--- src/rtl/timer_ctrl_gen.sv ---
`default_nettype none
// ============================================================================
// Module   : timer_ctrl_gen
// Purpose  : Control FSM for a countdown timer with NUM_FIELDS editable
//            fields. It sequences IDLE/RUN/SET/END. It also provides a
//            wrap-around or saturating cursor, hold-to-auto-repeat on Up/Down,
//            a cursor blink phase, start inhibit at zero and an alarm
//            auto-dismiss timeout.
// Ports    : iClk, iRst_n (async, active-low), iTick (timebase strobe),
//            iTimer (mode qualifier), iSet (set switch level),
//            iEnd (count reached zero pulse), iZero (count is zero level),
//            iBtn_U/D/L/R (press pulses), iHold_U/D (button levels)
//            -> oRun, oClear, oField_Up, oField_Down, oSel, oBlink, oEnd
//            (all registered)
// Revision : 1.0 - initial release
// ============================================================================
module timer_ctrl_gen #(
    parameter int NUM_FIELDS  = 3,
    parameter int WRAP        = 1,
    parameter int REPEAT_DLY  = 500,
    parameter int REPEAT_RATE = 100,
    parameter int BLINK_HALF  = 250,
    parameter int ALARM_TICKS = 10000
) (
    input  logic                  iClk,
    input  logic                  iRst_n,
    input  logic                  iTick,
    input  logic                  iTimer,
    input  logic                  iSet,
    input  logic                  iEnd,
    input  logic                  iZero,
    input  logic                  iBtn_U,
    input  logic                  iBtn_D,
    input  logic                  iBtn_L,
    input  logic                  iBtn_R,
    input  logic                  iHold_U,
    input  logic                  iHold_D,
    output logic                  oRun,
    output logic                  oClear,
    output logic [NUM_FIELDS-1:0] oField_Up,
    output logic [NUM_FIELDS-1:0] oField_Down,
    output logic [NUM_FIELDS-1:0] oSel,
    output logic                  oBlink,
    output logic                  oEnd
);

    localparam logic [1:0] c_IDLE = 2'd0;
    localparam logic [1:0] c_RUN  = 2'd1;
    localparam logic [1:0] c_SET  = 2'd2;
    localparam logic [1:0] c_END  = 2'd3;

    localparam int CW = $clog2(NUM_FIELDS);
    localparam int HW = $clog2(REPEAT_DLY) + 1;
    localparam int BW = $clog2(BLINK_HALF) + 1;
    localparam int AW = $clog2(ALARM_TICKS) + 1;

    localparam logic [CW-1:0] c_LAST      = CW'(NUM_FIELDS - 1);
    localparam logic [HW-1:0] c_REP_DLY   = HW'(REPEAT_DLY);
    // Reload so that the next strobe lands REPEAT_RATE ticks later.
    localparam logic [HW-1:0] c_REP_LOAD  = (REPEAT_RATE >= REPEAT_DLY) ? '0
                                            : HW'(REPEAT_DLY - REPEAT_RATE);
    localparam logic [BW-1:0] c_BLINK     = BW'(BLINK_HALF);
    localparam logic [AW-1:0] c_ALARM     = AW'(ALARM_TICKS);
    localparam logic [NUM_FIELDS-1:0] c_ONE = {{(NUM_FIELDS-1){1'b0}}, 1'b1};

    logic [1:0]    r_state;
    logic [CW-1:0] r_cursor;
    logic [HW-1:0] r_holdCnt;
    logic [BW-1:0] r_blinkCnt;
    logic          r_blinkPhase;
    logic [AW-1:0] r_alarmCnt;

    logic [1:0]    w_nextState;
    logic [CW-1:0] w_nextCursor;
    logic          w_clear;
    logic          w_move;
    logic          w_bU, w_bD, w_bL, w_bR;
    logic          w_inSet;
    logic          w_alarmDone;
    logic [AW-1:0] w_alarmInc;
    logic [AW-1:0] w_alarmCntNext;
    logic [HW-1:0] w_holdInc;
    logic [HW-1:0] w_holdCntNext;
    logic          w_repUp, w_repDn;
    logic          w_up, w_dn;
    logic [BW-1:0] w_blinkInc;
    logic [BW-1:0] w_blinkCntNext;
    logic          w_blinkPhaseNext;

    // Buttons only count while timer mode is selected.
    assign w_bU = iBtn_U & iTimer;
    assign w_bD = iBtn_D & iTimer;
    assign w_bL = iBtn_L & iTimer;
    assign w_bR = iBtn_R & iTimer;

    assign w_alarmInc  = r_alarmCnt + 1'b1;
    assign w_alarmDone = (ALARM_TICKS != 0) && (r_state == c_END) && iTick
                         && (w_alarmInc == c_ALARM);

    // ------------------------------------------------------------------
    // State and cursor
    // ------------------------------------------------------------------
    always_comb begin
        w_nextState  = r_state;
        w_nextCursor = r_cursor;
        w_clear      = 1'b0;
        w_move       = 1'b0;
        case (r_state)
            c_IDLE: begin
                if (iSet && iTimer) begin
                    w_nextState  = c_SET;
                    w_nextCursor = '0;
                end else if (w_bL) begin
                    w_clear = 1'b1;
                end else if (w_bR && !iZero) begin
                    w_nextState = c_RUN;
                end
            end
            c_RUN: begin
                if (w_bR) begin
                    w_nextState = c_IDLE;
                end else if (iEnd) begin
                    w_nextState = c_END;
                end
            end
            c_SET: begin
                if (!iSet || !iTimer) begin
                    w_nextState = c_IDLE;
                end else if (w_bL && !w_bR) begin
                    if (r_cursor != c_LAST) begin
                        w_nextCursor = r_cursor + 1'b1;
                        w_move       = 1'b1;
                    end else if (WRAP != 0) begin
                        w_nextCursor = '0;
                        w_move       = 1'b1;
                    end
                end else if (w_bR && !w_bL) begin
                    if (r_cursor != '0) begin
                        w_nextCursor = r_cursor - 1'b1;
                        w_move       = 1'b1;
                    end else if (WRAP != 0) begin
                        w_nextCursor = c_LAST;
                        w_move       = 1'b1;
                    end
                end
            end
            c_END: begin
                if (w_bU || w_bD || w_bL || w_bR || w_alarmDone) begin
                    w_nextState = c_IDLE;
                end
            end
            default: w_nextState = c_IDLE;
        endcase
    end

    // Editing activity only while staying in SET; leaving SET wins over buttons.
    assign w_inSet = (r_state == c_SET) && (w_nextState == c_SET);

    // ------------------------------------------------------------------
    // Auto-repeat hold counter and Up/Down strobes
    // ------------------------------------------------------------------
    assign w_holdInc = r_holdCnt + 1'b1;

    always_comb begin
        w_holdCntNext = r_holdCnt;
        w_repUp       = 1'b0;
        w_repDn       = 1'b0;
        if (!w_inSet || w_bU || w_bD || !(iHold_U ^ iHold_D) || w_move) begin
            w_holdCntNext = '0;
        end else if (iTick) begin
            if (w_holdInc == c_REP_DLY) begin
                w_holdCntNext = c_REP_LOAD;
                w_repUp       = iHold_U;
                w_repDn       = iHold_D;
            end else begin
                w_holdCntNext = w_holdInc;
            end
        end
    end

    assign w_up = w_inSet && ((w_bU && !w_bD) || w_repUp);
    assign w_dn = w_inSet && ((w_bD && !w_bU) || w_repDn);

    // ------------------------------------------------------------------
    // Blink phase
    // ------------------------------------------------------------------
    assign w_blinkInc = r_blinkCnt + 1'b1;

    always_comb begin
        w_blinkCntNext   = r_blinkCnt;
        w_blinkPhaseNext = r_blinkPhase;
        if (!w_inSet || w_move || w_up || w_dn) begin
            // Edits force the field visible so the user sees the change.
            w_blinkCntNext   = '0;
            w_blinkPhaseNext = 1'b1;
        end else if (iTick) begin
            if (w_blinkInc >= c_BLINK) begin
                w_blinkCntNext   = '0;
                w_blinkPhaseNext = ~r_blinkPhase;
            end else begin
                w_blinkCntNext = w_blinkInc;
            end
        end
    end

    // ------------------------------------------------------------------
    // Alarm counter: counts only while remaining in END
    // ------------------------------------------------------------------
    always_comb begin
        w_alarmCntNext = '0;
        if ((r_state == c_END) && (w_nextState == c_END)) begin
            w_alarmCntNext = iTick ? w_alarmInc : r_alarmCnt;
        end
    end

    // ------------------------------------------------------------------
    // Registers and registered outputs
    // ------------------------------------------------------------------
    always_ff @(posedge iClk or negedge iRst_n) begin
        if (!iRst_n) begin
            r_state      <= c_IDLE;
            r_cursor     <= '0;
            r_holdCnt    <= '0;
            r_blinkCnt   <= '0;
            r_blinkPhase <= 1'b0;
            r_alarmCnt   <= '0;
            oRun         <= 1'b0;
            oClear       <= 1'b0;
            oField_Up    <= '0;
            oField_Down  <= '0;
            oSel         <= '0;
            oBlink       <= 1'b0;
            oEnd         <= 1'b0;
        end else begin
            r_state      <= w_nextState;
            r_cursor     <= w_nextCursor;
            r_holdCnt    <= w_holdCntNext;
            r_blinkCnt   <= w_blinkCntNext;
            r_blinkPhase <= w_blinkPhaseNext;
            r_alarmCnt   <= w_alarmCntNext;
            oRun         <= (w_nextState == c_RUN);
            oClear       <= w_clear;
            oField_Up    <= w_up ? (c_ONE << r_cursor) : '0;
            oField_Down  <= w_dn ? (c_ONE << r_cursor) : '0;
            oSel         <= (w_nextState == c_SET) ? (c_ONE << w_nextCursor) : '0;
            oBlink       <= (w_nextState == c_SET) ? w_blinkPhaseNext : 1'b1;
            oEnd         <= (w_nextState == c_END);
        end
    end

endmodule
`default_nettype wire

--- config.mk ---
export PLATFORM = sky130hd
export DESIGN_NAME = timer_ctrl_gen
export DESIGN_NICKNAME = d
export VERILOG_FILES = /design/src/rtl/timer_ctrl_gen.sv
export SDC_FILE = /design/constraint.sdc
export NUM_CORES = 1
export LEC_CHECK = 0
export CORE_UTILIZATION = 41
export CTS_BUF_LIST = sky130_fd_sc_hd__clkbuf_8
export DETAILED_ROUTE_END_ITERATION = 10
export PLACE_DENSITY = 0.61
export SYNTH_ARGS = -nofsm -noshare
export SYNTH_HDL_FRONTEND = slang
export SYNTH_SLANG_ARGS = --single-unit
export TNS_END_PERCENT = 50
--- constraint.sdc ---
create_clock -name iClk -period 3.9 [get_ports iClk]
set_clock_uncertainty 0.15 [all_clocks]
set_input_delay 0.585 -clock iClk [delete_from_list [all_inputs] [get_ports iClk]]
set_output_delay 0.585 -clock iClk [all_outputs]
set_load 0.01 [all_outputs]
-- Word-level counts from Yosys, hierarchy flattened
Cells that the tools add are included.
- register bits after elaboration: 52
- bits of input ports: 13
- output and inout bits: 13
- word-level logic and storage cells: 119
- add/sub/neg operators: 5
- order comparisons: 1
- eq/ne operators: 10
- shifts and indexed selects: 2
- muxes and demuxes: 43
- bitwise logic cells: 6
- reductions and logical operators: 39
- operator list (kind ; number):
    10-bit two-way mux ; 3
    15-bit two-way mux ; 2
    9-bit two-way mux ; 3
    2-bit two-way mux ; 13
    1-bit two-way mux ; 17
    15-bit by 1-bit adder with 15-bit output, second input constant ; 1
    15-bit by 14-bit equality test with 1-bit output, second input constant ; 1
    1-bit logical OR ; 14
    1-bit logical AND ; 12
    10-bit by 1-bit adder with 10-bit output, second input constant ; 1
    10-bit by 9-bit equality test with 1-bit output, second input constant ; 1
    9-bit by 1-bit adder with 9-bit output, second input constant ; 1
    9-bit by 8-bit >= comparator with 1-bit output, second input constant ; 1
    1-bit logical NOT ; 9
    3-bit two-way mux ; 3
    2-bit equality test, second input constant ; 4
    2-bit case mux with 4 select lines ; 1
    2-bit nonzero test ; 3
    1-bit by 2-bit << shifter with 3-bit output, first input constant ; 2
    1-bit bitwise AND ; 4
    2-bit by 1-bit equality test with 1-bit output, second input constant ; 2
    2-bit != test, second input constant ; 2
    2-bit case mux with 2 select lines ; 1
    2-bit by 1-bit adder with 2-bit output, second input constant ; 1
    4 further kinds ; 4

-- Depth between registers and ports, before layout
- depth after elaboration: 21
- gate-level depth with buffers: 9
- mapped depth without buffers: 9

-- Worst setup path before layout
OpenSTA, ideal clock, no wires.
- path type: reg-to-reg
- from: register r_blinkCnt[0]
- to: register r_blinkCnt[6]
- setup time: 122 ps
- arrival time: 1893 ps
- data required time: 3628 ps
- path slack: 1735 ps
- stages on the path, launching flop included: 8
- buffers on the path: 1
- period minus slack after synthesis: 2165 ps
- path through: dfrtp_1 -> ha_1 -> nand3_2 -> or4_4 -> o311ai_2 -> buf_8 -> o21ai_1 -> a32o_1
- cells in the longest elaborated chain, start to end: 5
- RTL lines (item ; RTL line ; source):
    start, declared ; 69 ; logic [BW-1:0] r_blinkCnt;
    start signal, assigned ; 238 ; r_blinkCnt <= w_blinkCntNext;
    9-bit by 1-bit adder with 9-bit output (*) ; 187 ; assign w_blinkInc = r_blinkCnt + 1'b1;
    9-bit by 8-bit >= comparator with 1-bit output ; 197 ; if (w_blinkInc >= c_BLINK) begin
    9-bit two-way mux (*) ; 197 ;
    9-bit two-way mux (*) ; 196 ; end else if (iTick) begin
    9-bit two-way mux (*) ; 192 ; if (!w_inSet || w_move || w_up || w_dn) begin
Mark *: on every way between the ends. The rest lies on a longest branch, timed or not. The select of a mux whose other input is x is not followed.
A chain may end at the register's enable or synchronous reset.

-- Worst setup path after layout
- from: register r_blinkCnt[0]
- to: register r_blinkCnt[7]
Same word-level chain as after synthesis.

==> flow_summary.json <==
{
  "design_power_total_mw": 0.953,
  "core_area_sq_mm": 0.00691,
  "clkTransAtPathRegs_ps": 100,
  "fin_crit_sh": 0.677,
  "crit_arrival_ps": 2700,
  "ys_ff_latch": 52,
  "synth_edf_count": 0,
  "drive_gt1_frac": 0.0630,
  "maxCapViolations": 0,
  "muxShareOfSynthArea": 0.0100,
  "powerDensity_mw_per_mm2": 282,
  "synth_area_sq_mm": 0.00300,
  "num_rows": 30,
  "h-tree-depth": 2,
  "place.gp.congestion": 0.767,
  "clock.fmax_mhz": 379,
  "n_antenna_cell": 0,
  "antenna_left": 0,
  "grt_pass1_vias": 2258,
  "hold_buffers": 0,
  "synth_compound_area_frac": 0.126,
  "clock_latency_ps": 310,
  "crit_path_end_kind": "register",
  "start_kind": "register",
  "worst_slew_pin_slew_ps": 900,
  "dpl.hpwl_mm": 4.34,
  "routedWlPerCell_microns": 13.5,
  "async_flop_share": 1.00,
  "crit_required_ps": 3960,
  "synth_ff_type": "dfrtp_1",
  "grt_use_total": 0.173,
  "io_buffers": 25,
  "critical_path_class": "reg2reg",
  "outcome": "completed",
  "crit_start": "r_blinkCnt[0]$_DFFE_PN0P_",
  "yosysTopAreaCellShare": 0.434,
  "cts_root_buf": "clkbuf_8",
  "rr_endpoint": "r_blinkCnt[7]$_DFFE_PN0P_",
  "hp-class": "in2async",
  "antenna_found_initial": 0,
  "route.detailed.drc": 0,
  "avgSynthCellArea_sq_um": 9.02,
  "cts_tree": "done",
  "grt_overflow_total": 0,
  "drt_iter0_markers": 117,
  "area_delta_synth_final_pct": 12.7,
  "pin_count": 26,
  "crit_fanout": 12,
  "die_h_microns": 87.5,
  "ir_drop_v": 0.000126,
  "die_x_microns": 87.5,
  "synthAdderAreaFrac": 0.0418,
  "die_area_sq_mm": 0.00765,
  "r2r-start": "r_blinkCnt[0]$_DFFE_PN0P_",
  "fin_nets": 371,
  "yosys.area_share.xor_xnor": 0.0760,
  "cts.sinks": 52,
  "synth_cell_types": 56,
  "yosys.area.top_type": "dfrtp_1",
  "cts_inserted_buffers": 5,
  "wirelength_mm": 6.00,
  "leakage_nw": 1.32,
  "synth_top_family_by_area": "simple AND/OR/NAND/NOR gates",
  "synth_cells": 332,
  "start_util": 0.434,
  "vias": 2339,
  "final_hold_viol_count": 0,
  "grt_max_degree": 38,
  "clk_path_buf_depth": 2,
  "syn-num-nets": 355,
  "cts_resized": 0,
  "fin_crit_ps": 2640,
  "synth-warning-count": 0,
  "report.final.slew_viol_count": 0,
  "synth-simple-area-share": 0.266,
  "grt_pass1_wl_mm": 10.5,
  "ys_seq_area_frac": 0.434,
  "ys_top_cells_by_area": "dfrtp_1, nor2_1, nand2_1, ha_1, xor2_1",
  "rr_worst_depth": 6,
  "dr.pass1.iters": 4,
  "setup_viol": 0,
  "cts_setup_buffers": 0,
  "endpoint": "r_blinkCnt[7]$_DFFE_PN0P_",
  "ff2ff_setup_slack_ps": 1260,
  "rsz0062_at_grt": "no",
  "setup_tns_ps": 0,
  "slew-limit-headroom": 0.399,
  "viasPerCell": 5.26
}
## power breakdown
part / switching [mW] / total, mW / internal (mW)
logic: 0.0428 / 0.0740 / 0.0312
registers: 0.00766 / 0.552 / 0.545
clock network: 0.182 / 0.326 / 0.144
total: 0.233 / 0.953 / 0.720
## sequential cells by signal, indices dropped and copies added, names as in the netlist, 2 cells and up
signal / cells
oField_Down: 3
r_alarmCnt: 15
oSel: 3
oField_Up: 3
r_cursor: 2
r_state: 2
r_holdCnt: 10
r_blinkCnt: 9
## cells by family (layout without fill, tap and decap cells)
| group | after synthesis | in the layout |
|---|---|---|
| buffers and inverters | 28 | 45 |
| multiplexers | 3 | 3 |
| flip-flops | 52 | 52 |
| AND/OR/NAND/NOR | 155 | 155 |
| AO/OA/AOI/OAI | 58 | 58 |
| adder cells (fa/ha/maj) | 10 | 10 |
| XOR/XNOR | 26 | 26 |
## worst max-delay path, stage by stage (launching register included)
cell,delay (ps)
dfrtp_1,440
ha_1,260
nand3_2,180
xor2_1,200
o311ai_2,810
o21ai_0,210
a32o_1,290
## how the worst min path moves through the flow
| stage | end | slack (ps) | depth (start not counted) |
|---|---|---|---|
| global placement | r_cursor[0]$_DFF_PN0_ | 380 | 2 |
| CTS | r_blinkCnt[5]$_DFFE_PN0P_ | 250 | 1 |
| finish | r_blinkCnt[5]$_DFFE_PN0P_ | 210 | 1 |
| global route | r_blinkCnt[5]$_DFFE_PN0P_ | 280 | 1 |
| detailed placement | r_holdCnt[7]$_DFFE_PN0P_ | 390 | 2 |
| floorplan | oBlink$_DFF_PN0_ | 140 | 0 |
## metal layers
metal / up-vias / wire length (microns) / GRT usage
li1: 1196 / - / -
met1: 1106 / 2930 / 0.233
met2: 32 / 2850 / 0.283
met3: 5 / 159 / 0.0246
met4: 0 / 53 / 0.0611
met5: - / 0 / 0
## per-stage QoR
stage / setup slack (ps) / utilization / instances / area [sq um] / hold WS (ps)
after floorplan: 1740 / - / 332 / 3000 / 139
after global placement: 1060 / 0.474 / 437 / 3280 / 380
after detailed placement: 992 / 0.474 / 437 / 3280 / 388
after CTS: 1250 / 0.489 / 445 / 3370 / 246
after global routing: 1030 / 0.489 / 445 / 3370 / 285
final: 1260 / 0.489 / 445 / 3370 / 210
## synth_stat cells, types with 2 or more instances
cell type,number
o21ai_1,3
and2_1,7
nor3b_1,2
nand2_1,36
and3_2,2
a32o_1,4
nor2b_1,2
ha_1,10
nand3_1,11
buf_4,2
and3_1,3
and3b_1,2
nor2_1,40
xnor2_1,12
nand3b_1,6
a41oi_1,2
mux2i_1,3
nand4_1,15
a21oi_1,20
and4_1,2
clkbuf_1,11
nor3_1,10
nand2b_1,4
buf_2,2
nor4_1,5
o21ai_0,14
xor2_1,14
inv_1,9
dfrtp_1,52
## layout by cell type, fill, tap and decap left out, types with 2 or more instances in the layout
cell,count
dfrtp_1,52
nor2_1,40
nand2_1,36
clkdlybuf4s50_1,24
a21oi_1,20
nand4_1,15
xor2_1,14
o21ai_0,14
xnor2_1,12
nand3_1,11
nor3_1,10
ha_1,10
inv_1,9
and2_1,7
nand3b_1,6
clkbuf_8,6
nor4_1,5
nand2b_1,4
a32o_1,4
and3_1,3
mux2i_1,3
o21ai_1,3
and4_1,2
nor2b_1,2
a41oi_1,2
nor3b_1,2
and3b_1,2
and3_2,2
clkinvlp_4,2
buf_4,2
## final cells by class
cell class / count / area [sq um]
Fill cell: 666 / 3530
Timing Repair Buffer: 27 / 260
Inverter: 10 / 37.5
Clock buffer: 6 / 82.6
Sequential cell: 52 / 1300
Clock inverter: 2 / 15.0
Tap cell: 96 / 120
Multi-Input combinational cell: 252 / 1560
Power figures use the tool's default switching activity.
